<file path="src/rtl/seq_divider.sv">
// Sequential restoring divider: one quotient bit per clock, WIDTH steps per operation.
// A zero divisor short-circuits straight to DONE with all-ones quotient and flag set.
module seq_divider #(
  parameter int WIDTH = 8
) (
  input  logic             clk,
  input  logic             rst,
  input  logic             start,
  input  logic [WIDTH-1:0] dividend,
  input  logic [WIDTH-1:0] divisor,
  output logic [WIDTH-1:0] quotient,
  output logic [WIDTH-1:0] remainder,
  output logic             busy,
  output logic             done,
  output logic             div_by_zero
);

  localparam int CW = $clog2(WIDTH + 1);

  typedef enum logic [1:0] {IDLE, RUN, DONE} state_t;

  state_t           state_q, state_d;
  logic [CW-1:0]    cnt_q, cnt_d;
  logic [WIDTH:0]   rem_q, rem_d;
  logic [WIDTH-1:0] dvd_q, dvd_d;
  logic [WIDTH-1:0] dsr_q, dsr_d;
  logic [WIDTH-1:0] quo_q, quo_d;
  logic [WIDTH-1:0] rmd_q, rmd_d;
  logic             dbz_q, dbz_d;

  logic [WIDTH:0]   shifted;
  logic [WIDTH+1:0] sub;
  logic [WIDTH:0]   next_rem;
  logic [WIDTH-1:0] next_dvd;

  // The dividend register doubles as the quotient shift register: the dividend
  // MSB moves into the remainder while the new quotient bit enters at the LSB.
  always_comb begin
    shifted  = (rem_q << 1) | {{WIDTH{1'b0}}, dvd_q[WIDTH-1]};
    sub      = {1'b0, shifted} - {2'b00, dsr_q};
    next_rem = sub[WIDTH+1] ? shifted : sub[WIDTH:0];
    next_dvd = {dvd_q[WIDTH-2:0], ~sub[WIDTH+1]};
  end

  always_comb begin
    state_d = state_q;
    cnt_d   = cnt_q;
    rem_d   = rem_q;
    dvd_d   = dvd_q;
    dsr_d   = dsr_q;
    quo_d   = quo_q;
    rmd_d   = rmd_q;
    dbz_d   = dbz_q;
    case (state_q)
      IDLE, DONE: begin
        state_d = IDLE;
        if (start) begin
          dvd_d = dividend;
          dsr_d = divisor;
          rem_d = '0;
          if (divisor == '0) begin
            state_d = DONE;
            cnt_d   = '0;
            quo_d   = '1;
            rmd_d   = dividend;
            dbz_d   = 1'b1;
          end else begin
            state_d = RUN;
            cnt_d   = CW'(WIDTH);
          end
        end
      end
      RUN: begin
        rem_d = next_rem;
        dvd_d = next_dvd;
        cnt_d = cnt_q - CW'(1);
        // Last step publishes directly so results never pass through RUN values.
        if (cnt_q == CW'(1)) begin
          state_d = DONE;
          quo_d   = next_dvd;
          rmd_d   = next_rem[WIDTH-1:0];
          dbz_d   = 1'b0;
        end
      end
      default: state_d = IDLE;
    endcase
  end

  always_ff @(posedge clk or posedge rst) begin
    if (rst) begin
      state_q <= IDLE;
      cnt_q   <= '0;
      rem_q   <= '0;
      dvd_q   <= '0;
      dsr_q   <= '0;
      quo_q   <= '0;
      rmd_q   <= '0;
      dbz_q   <= 1'b0;
    end else begin
      state_q <= state_d;
      cnt_q   <= cnt_d;
      rem_q   <= rem_d;
      dvd_q   <= dvd_d;
      dsr_q   <= dsr_d;
      quo_q   <= quo_d;
      rmd_q   <= rmd_d;
      dbz_q   <= dbz_d;
    end
  end

  assign quotient    = quo_q;
  assign remainder   = rmd_q;
  assign div_by_zero = dbz_q;
  assign busy        = (state_q == RUN);
  assign done        = (state_q == DONE);

endmodule

</file>
<file path="config.mk">
export PLATFORM = sky130hd
export DESIGN_NAME = seq_divider
export DESIGN_NICKNAME = d
export VERILOG_FILES = /design/src/rtl/seq_divider.sv
export SDC_FILE = /design/constraint.sdc
export NUM_CORES = 1
export LEC_CHECK = 0
export CAP_MARGIN = 10
export CORE_MARGIN = 8
export CORE_UTILIZATION = 45
export DETAILED_ROUTE_END_ITERATION = 10
export HOLD_SLACK_MARGIN = 0.02
export PLACE_DENSITY = 0.68
export SYNTH_ARGS = -nofsm -noshare
export SYNTH_HDL_FRONTEND = slang
export SYNTH_SLANG_ARGS = --single-unit
</file>
<file path="constraint.sdc">
create_clock -name clk -period 3.1 [get_ports clk]
set_clock_uncertainty 0.1 [all_clocks]
set_input_delay 0.62 -clock clk [delete_from_list [all_inputs] [get_ports clk]]
set_output_delay 0.62 -clock clk [all_outputs]
set_load 0.02 [all_outputs]
</file>
==> flow_summary.yaml, run 1 <==
synth:
  synthArstFlopShare_pct: 100
  seq_area_frac_synth_pct: 48.5
  synth.net_count: 297
  yosys_warnings: 0
  ys_ff_latch: 47
  synthCells: 267
  yosys-top-cells-area: "dfrtp_1 (48%), nand2_1 (7.3%), ha_1 (5.2%)"
  synth.distinct_cells: 44
  yosys_most_used_dff: "dfrtp_1"
  avgSynthCellArea_um2: 9.09
  yosys.area.top_type: "dfrtp_1"
  syn_area_um2: 2430
  yosys.area.top_type_share_pct: 48.5
  synth_edf_count: 0
timing:
  hold_viol: 0
  min_period_ns: 2.56
  min_period_over_period_pct: 82.7
  finalSetupViolCount: 0
  fin_setup_tns_ns: 0
  setup_ws_ns: 0.536
  slew_headroom_pct: 55.4
  max_slew.worst_pin.slew_ns: 0.667
  slew_violations: 0
  rsz0062_at_grt: "no"
  fmax_mhz: 390
global_routing:
  antenna_found_initial: 0
  grt_max_degree: 48
  grt_pass1_vias: 2082
  grt_pass1_wl_mm: 9.95
  grtUsageTotal_pct: 16.4
  overflow: 0
cells_and_area:
  syn2layout_area_growth_pct: 23.6
  drive_gt1_share_pct: 7.52
  final_core_util_pct: 58.0
  final_area_um2: 3000
  multi_input_area_um2: 1140
  stdcell_count: 376
  nets: 335
  diodes: 0
  num-fill-cells: 494
  seq_area_um2: 1180
placed_design:
  dp_hpwl_mm: 4.25
  dp.cells: 368
  port_buffers: 37
  dp_slack_ns: 0.170
  gp_congestion: 0.800
  place_area_um2: 2880
critical_path:
  r2r_cells: 9
  crit_arrival_ns: 2.72
  start_kind: "primary input"
  timing.rr.start: "dvd_q[7]"
  ff2ff_setup_slack_ns: 0.70
  worstSetupPathType: "primary input to flip-flop"
  crit_chain: "clkdlybuf4s50_1 > nor4_1 > nand3_1 > nand2_1 > o221a_2"
  r2r-end: "remainder[4]"
  path_max_fanout: 17
  worstPathRequired_ns: 3.26
  crit_path_max_incr_delay_ns: 0.54
  endpoint_kind: "flip-flop"
  crit_slowest_cell: "nand2_1"
pwr:
  p_sw_mw: 1.64
  netSwitchingFraction_pct: 43.8
  power.internal_mw: 2.10
  power_frac_clock_pct: 12.6
  cellPowerDensity_nw_per_um2: 1250
  power_frac_comb_pct: 58.0
  pwr-share-seq_pct: 29.4
  ir_worst_vdd_mv: 0.551
  p_leak_nw: 1.29
min_path:
  worstHoldPathCells: 2
  hold_class: "flip-flop to flip-flop"
  hold_end: "div_by_zero"
  worstHoldStart: "div_by_zero"
route:
  postRouteAntennaNets: 0
  first_pass_iters: 4
  vias_per_cell: 5.44
  wirelength_mm: 5.85
  drtIter0Drc: 112
  drt-wirelength-per-cell_um: 15.6
  drc: 0
  dr_total_vias: 2044
floorplan:
  fp.dieH_um: 89.4
  coreArea_um2: 5170
  ios: 38
  rows: 26
  start_util_pct: 46.9
  die_width_um: 89.4
  die_area_um2: 8000
clock_tree:
  clk-insertion-delay-late_ns: 0.31
  ctsHoldBuffers: 0
  cts.clk_slew.worst_paths_ns: 0.09
  cts_buffers: 5
  cts_tree: "built"
  ctsRootBufferMaster: "clkbuf_8"
  cts.repair.resized: 0
  clkSinkCount: 47
  htreeDepth: 2
  clk_path_buf_depth: 2
  postCtsSetupBuffers: 0
outcome:
  status: "finished, final reports clean"
run:
  maxCapViolations: 0
[placed cells by master, fill, tap and decap left out, types with 2 or more instances in the layout]
cell / n
o221a_2: 2
nor3b_1: 4
o21ai_0: 21
clkdlybuf4s50_1: 37
a221oi_1: 3
nor2b_1: 3
buf_4: 6
a211oi_1: 3
nor2_1: 30
a21o_1: 2
a21oi_1: 13
inv_1: 16
dfrtp_1: 47
nand2_1: 47
ha_1: 10
nor3_1: 3
nand2b_1: 3
mux2i_1: 4
a31oi_1: 10
clkbuf_8: 5
mux2_2: 3
xor2_1: 3
nor4_1: 2
nand3_1: 4
[cell usage after synthesis (all sizes together), types with 4 or more instances]
cell type	instances
dfrtp	47
nand3	4
inv	17
a21oi	13
mux2i	4
nand2	47
nor2	30
ha	10
clkbuf	11
nor3b	4
o21ai	22
a31oi	10
[critical path: cells and delay by family]
family,cells,cell delay [ns]
AND/OR/NAND/NOR,3,1.39
buffers and inverters,1,0.41
AO/OA/AOI/OAI,1,0.29
[stage by stage]
step | hold slack [ns] | total power, mW
floorplan | 0.350 | 2.62
global placement | 0.376 | 3.23
detailed placement | 0.376 | 3.27
CTS | 0.399 | 3.76
global route | 0.409 | 4.10
finish | 0.393 | 3.74
[worst max-delay path by stage]
stage,start,end,depth (start not counted)
global route,divisor[4],quotient[0],6
CTS,divisor[4],remainder[7],5
floorplan,rem_q[1],remainder[5],6
detailed placement,divisor[4],remainder[7],5
finish,divisor[4],remainder[7],5
global placement,divisor[4],remainder[7],5
[power by group through the flow]
stage | clock network [mW] | registers [mW] | logic [mW]
2_1_floorplan | 0 | 1.19 | 1.43
3_3_place_gp | 0 | 1.11 | 2.12
3_5_place_dp | 0 | 1.11 | 2.16
4_1_cts | 0.478 | 1.10 | 2.18
5_1_grt | 0.512 | 1.15 | 2.44
6_report | 0.470 | 1.10 | 2.17
[sequential cells by signal (all words and copies together), names as in the netlist]
name and flops:
rem_q 8, remainder 8, quotient 8, dvd_q 8, div_by_zero 1, dsr_q 8
cnt_q 4, state_q 2
[metal layers]
layer | wire (µm) | up-vias | global-route usage, %
met5 | 0 | - | 0
met4 | 66 | 0 | 5.14
met3 | 350 | 6 | 4.96
met2 | 2690 | 63 | 25.3
met1 | 2750 | 976 | 21.3
li1 | - | 999 | -
[logic make-up (layout without fill, tap and decap cells)]
group	after synthesis	in the layout	share of synthesized area, %
compound gates	66	66	17.4
buf+inv	29	68	4.54
xor+xnor	4	4	1.44
flops	47	47	48.5
fa+ha+maj	11	11	5.98
mux	7	7	3.04
simple gates	103	103	19.1
[final cells by class]
type	count	share of cell area [%]
flip-flops and latches	47	39.2
clock inverters	3	1.59
multi-input cells	191	38.0
inverters	17	2.13
clock buffers	5	2.29
well taps	70	2.92
repair buffers	43	13.9
(Power assumes the default switching activity.)
==> run 2: changes to the inputs <==
==> constraint.sdc (replaced) <==
create_clock -name clk -period 2.62 [get_ports clk]
set_clock_uncertainty 0.1 [all_clocks]
set_input_delay 0.524 -clock clk [delete_from_list [all_inputs] [get_ports clk]]
set_output_delay 0.524 -clock clk [all_outputs]
set_load 0.02 [all_outputs]
==> run 2 against run 1 <==
Non-clock buffer count up 4. Sequential share of layout area down 0.32 points. Register-to-register slack worse by 0.49 ns. Core utilization up 0.48 points. Combinational power up 18%. Global-route usage down 1.1 points. Design area up 0.83%.
==> flow_summary.yaml, run 2 (synthesis results as in run 1) <==
cells_and_area:
  diodes: 0
  syn2layout_area_growth_pct: 24.7
  final_core_util_pct: 58.5
  layout_common_cells: "nand2_1 (47), dfrtp_1 (47), clkdlybuf4s50_1 (37), nor2_1 (30), o21ai_0 (21)"
  final_area_um2: 3020
  drive_gt1_share_pct: 8.71
  nets: 339
timing:
  slew_violations: 0
  whs_ns: 0.396
  setup_ws_ns: 0.214
  hold_viol: 0
  fin_setup_tns_ns: 0
  slew_headroom_pct: 55.9
  rsz0062_at_grt: "no"
  finalSetupViolCount: 0
  min_period_over_period_pct: 91.8
  min_period_ns: 2.41
  fmax_mhz: 416
  max_slew.worst_pin.slew_ns: 0.659
placed_design:
  place_area_um2: 2930
  gp_congestion: 0.829
  port_buffers: 37
  dp_hpwl_mm: 4.31
  dp_slack_ns: 0.0957
outcome:
  status: "finished, final reports clean"
critical_path:
  crit_chain: "ha_1 > nand4_1 > a211oi_1 > nor4_4 > buf_4 > mux2i_1 > a221oi_1"
  worstSetupPathType: "flip-flop to flip-flop"
  start_kind: "flip-flop"
  crit_path_max_incr_delay_ns: 0.45
  endpoint_kind: "flip-flop"
  worstPathRequired_ns: 2.72
  path_max_fanout: 10
  crit_slowest_cell: "ha_1"
  crit_arrival_ns: 2.50
floorplan:
  coreArea_um2: 5170
  die_area_um2: 8000
  fp.dieH_um: 89.4
  die_width_um: 89.4
  start_util_pct: 46.9
  ios: 38
  rows: 26
route:
  dr_total_vias: 2014
  drt-wirelength-per-cell_um: 14.5
  first_pass_iters: 4
  drc: 0
  drtIter0Drc: 122
  postRouteAntennaNets: 0
  wirelength_mm: 5.52
  vias_per_cell: 5.30
clock_tree:
  cts.clk_slew.worst_paths_ns: 0.09
  htreeDepth: 2
  cts.repair.resized: 0
  postCtsSetupBuffers: 0
  cts_buffers: 5
  clkSinkCount: 47
  ctsRootBufferMaster: "clkbuf_8"
  cts_tree: "built"
  clk_path_buf_depth: 2
  ctsHoldBuffers: 0
  clk-insertion-delay-late_ns: 0.30
global_routing:
  grt_pass1_vias: 1932
  grt_max_degree: 28
  antenna_found_initial: 0
  grtUsageTotal_pct: 15.2
  grt_pass1_wl_mm: 9.32
  overflow: 0
min_path:
  hold_class: "flip-flop to flip-flop"
pwr:
  ir_worst_vdd_mv: 0.744
  cellPowerDensity_nw_per_um2: 1430
  p_leak_nw: 1.31
run:
  maxCapViolations: 0
## run 2: where the power goes
| part | leakage [nW] | switching, mW | internal, mW |
|---|---|---|---|
| combinational | 0.724 | 1.43 | 1.14 |
| sequential | 0.534 | 0.213 | 1.08 |
| clock | 0.0474 | 0.248 | 0.216 |
| total | 1.31 | 1.89 | 2.44 |
## run 2: worst max-delay path, delay by kind of cell (launching register included)
family / cells / cell delay (ns)
buf+inv: 1 / 0.20
simple gates: 2 / 0.24
mux: 1 / 0.15
compound gates: 2 / 0.75
fa+ha+maj: 1 / 0.45
flops: 1 / 0.41
## run 2: metal layers
metal	GRT usage [%]	wire length, µm	up-vias	part of all wire [%]
met4	4.53	63	0	1.1
met1	21.0	2680	963	49
met3	3.31	276	5	5.0
met2	23.2	2500	41	45
li1	-	-	1005	-
met5	0	0	-	0
## run 2: metrics by stage
stage	instances	power (mW)
detailed placement	372	3.89
floorplan	267	3.10
global placement	372	3.86
finish	380	4.33
CTS	380	4.36
global route	380	4.72
## run 2: path summary, 6_finish.rpt
kind                                   from      endpoint  slack, ns  cells past startpoint
worst max-delay path               rem_q[4]  remainder[4]       0.21                      7
worst min-delay path            div_by_zero   div_by_zero       0.40                      2
worst max register to register     rem_q[4]  remainder[4]       0.21                      7
worst min register to register  div_by_zero   div_by_zero       0.40                      2
max in group asynchronous               rst      rem_q[1]       1.33                      3
min in group asynchronous               rst      dvd_q[1]       0.48                      2
## run 2: layout make-up
| class | instances | area, µm² |
|---|---|---|
| Fill cell | 449 | 2150 |
| Clock buffer | 6 | 82.6 |
| Clock inverter | 2 | 16.3 |
| Tap cell | 70 | 87.6 |
| Sequential cell | 47 | 1180 |
| Multi-Input combinational cell | 191 | 1140 |
| Inverter | 17 | 63.8 |
| Timing Repair Buffer | 47 | 458 |
==> run 3: changes to the inputs <==
--- a/config.mk
+++ b/config.mk
@@ -6,11 +6,13 @@
 export NUM_CORES = 1
 export LEC_CHECK = 0
 export CAP_MARGIN = 10
+export CELL_PAD_IN_SITES_DETAIL_PLACEMENT = 1
+export CELL_PAD_IN_SITES_GLOBAL_PLACEMENT = 1
 export CORE_MARGIN = 8
-export CORE_UTILIZATION = 45
+export CORE_UTILIZATION = 40
 export DETAILED_ROUTE_END_ITERATION = 10
 export HOLD_SLACK_MARGIN = 0.02
-export PLACE_DENSITY = 0.68
+export PLACE_DENSITY = 0.77
 export SYNTH_ARGS = -nofsm -noshare
 export SYNTH_HDL_FRONTEND = slang
 export SYNTH_SLANG_ARGS = --single-unit
==> run 3 against run 2 <==
Clock power rose by 22%. Core utilization is 6.4 points lower. Register-to-register slack better by 0.04 ns. Critical endpoint is now remainder[1]. Largest power group unchanged.
==> flow_summary.yaml, run 3 (synthesis results as in run 1) <==
clock_tree:
  clk-insertion-delay-late_ns: 0.31
  clk_path_buf_depth: 2
  htreeDepth: 2
  cts.clk_slew.worst_paths_ns: 0.10
  cts.repair.resized: 0
  cts_tree: "built"
  ctsHoldBuffers: 0
  postCtsSetupBuffers: 0
  cts_buffers: 5
  ctsRootBufferMaster: "clkbuf_8"
  clkSinkCount: 47
critical_path:
  worstSetupPathType: "flip-flop to flip-flop"
  endpoint_kind: "flip-flop"
  worstPathRequired_ns: 2.71
  crit_slowest_cell: "a211oi_1"
  ff2ff_setup_slack_ns: 0.25
  r2r-end: "remainder[1]"
  startpoint: "rem_q[1]"
  crit_path_max_incr_delay_ns: 0.45
  path_max_fanout: 10
  crit_arrival_ns: 2.46
  timing.rr.start: "rem_q[1]"
  start_kind: "flip-flop"
  crit_chain: "ha_1 > o21ai_1 > a211oi_1 > nor4_4 > buf_4 > mux2i_1 > a221oi_1"
  r2r_cells: 7
route:
  dr_total_vias: 2100
  wirelength_mm: 6.69
  drt-wirelength-per-cell_um: 17.4
  drc: 0
  postRouteAntennaNets: 0
  first_pass_iters: 4
  drtIter0Drc: 82
  vias_per_cell: 5.45
min_path:
  hold_class: "flip-flop to flip-flop"
  worstHoldStart: "div_by_zero"
  hold_end: "div_by_zero"
  worstHoldPathCells: 2
placed_design:
  gp_congestion: 0.776
  port_buffers: 37
  dp_hpwl_mm: 4.91
  place_area_um2: 2940
cells_and_area:
  drive_gt1_share_pct: 9.03
  layout_common_cells: "nand2_1 (47), dfrtp_1 (47), clkdlybuf4s50_1 (37), nor2_1 (30), o21ai_0 (21)"
  final_area_um2: 3070
  final_core_util_pct: 52.1
  diodes: 0
  nets: 339
  syn2layout_area_growth_pct: 26.4
pwr:
  cellPowerDensity_nw_per_um2: 1480
  ir_worst_vdd_mv: 0.606
  p_leak_nw: 1.32
floorplan:
  start_util_pct: 41.2
  rows: 28
  die_area_um2: 8810
  coreArea_um2: 5890
  ios: 38
  die_width_um: 93.9
  fp.dieH_um: 93.9
timing:
  slew_violations: 0
  rsz0062_at_grt: "no"
  slew_headroom_pct: 57.4
  max_slew.worst_pin.slew_ns: 0.637
  hold_viol: 0
  min_period_over_period_pct: 90.3
  fin_setup_tns_ns: 0
  fmax_mhz: 423
  finalSetupViolCount: 0
  min_period_ns: 2.37
global_routing:
  grt_pass1_wl_mm: 11.5
  grt_max_degree: 48
  grt_pass1_vias: 2307
  antenna_found_initial: 0
  grtUsageTotal_pct: 16.5
  overflow: 0
outcome:
  status: "finished, final reports clean"
run:
  maxCapViolations: 0
==> run 3: changes by cell type in the layout (fill, tap and decap cells not counted), sizes merged <==
cell and change:
clkbuf -1, bufinv +1, inv +1, clkinvlp -1
==> run 3: power by group <==
part | switching [mW] | internal, mW
clock | 0.279 | 0.290
combinational | 1.50 | 1.16
sequential | 0.238 | 1.08
total | 2.02 | 2.53
==> run 3: metal layers <==
layer  vias up  global-route usage (%)  wire (µm)
li1       1007                       -          -
met1      1053                    21.0       3110
met2        36                    27.2       3280
met3         4                    3.76        255
met4         0                    4.36         42
met5         -                       0          0
==> run 3: stage by stage <==
step	setup slack (ns)	hold slack [ns]	power, mW	instances
after global routing	0.104	0.432	4.94	385
after floorplan	0.377	0.350	3.10	267
after CTS	0.139	0.397	4.58	385
after detailed placement	0.0183	0.371	3.98	377
final	0.255	0.392	4.55	385
after global placement	0.168	0.360	3.88	377
==> run 3: final cells by class <==
type	count	area (µm²)
fillers	698	2820
multi-input cells	191	1140
flip-flops and latches	47	1180
repair buffers	47	470
inverters	17	63.8
well taps	75	93.8
clock buffers	5	68.8
clock inverters	3	47.5
==> run 3: worst max path at each step <==
stage | endpoint | depth (start not counted)
2_1_floorplan | remainder[5] | 6
3_3_place_gp | quotient[1] | 7
3_5_place_dp | quotient[2] | 7
4_1_cts | rem_q[6] | 9
5_1_grt | remainder[1] | 7
6_report | remainder[1] | 7
==> run 3: worst max-delay path, delay by kind of cell (launching register included) <==
family                   cells  cell delay (ns)
buffers and inverters        1             0.20
multiplexers                 1             0.15
AO/OA/AOI/OAI                3             0.94
AND/OR/NAND/NOR              1             0.07
flip-flops                   1             0.41
adder cells (fa/ha/maj)      1             0.37
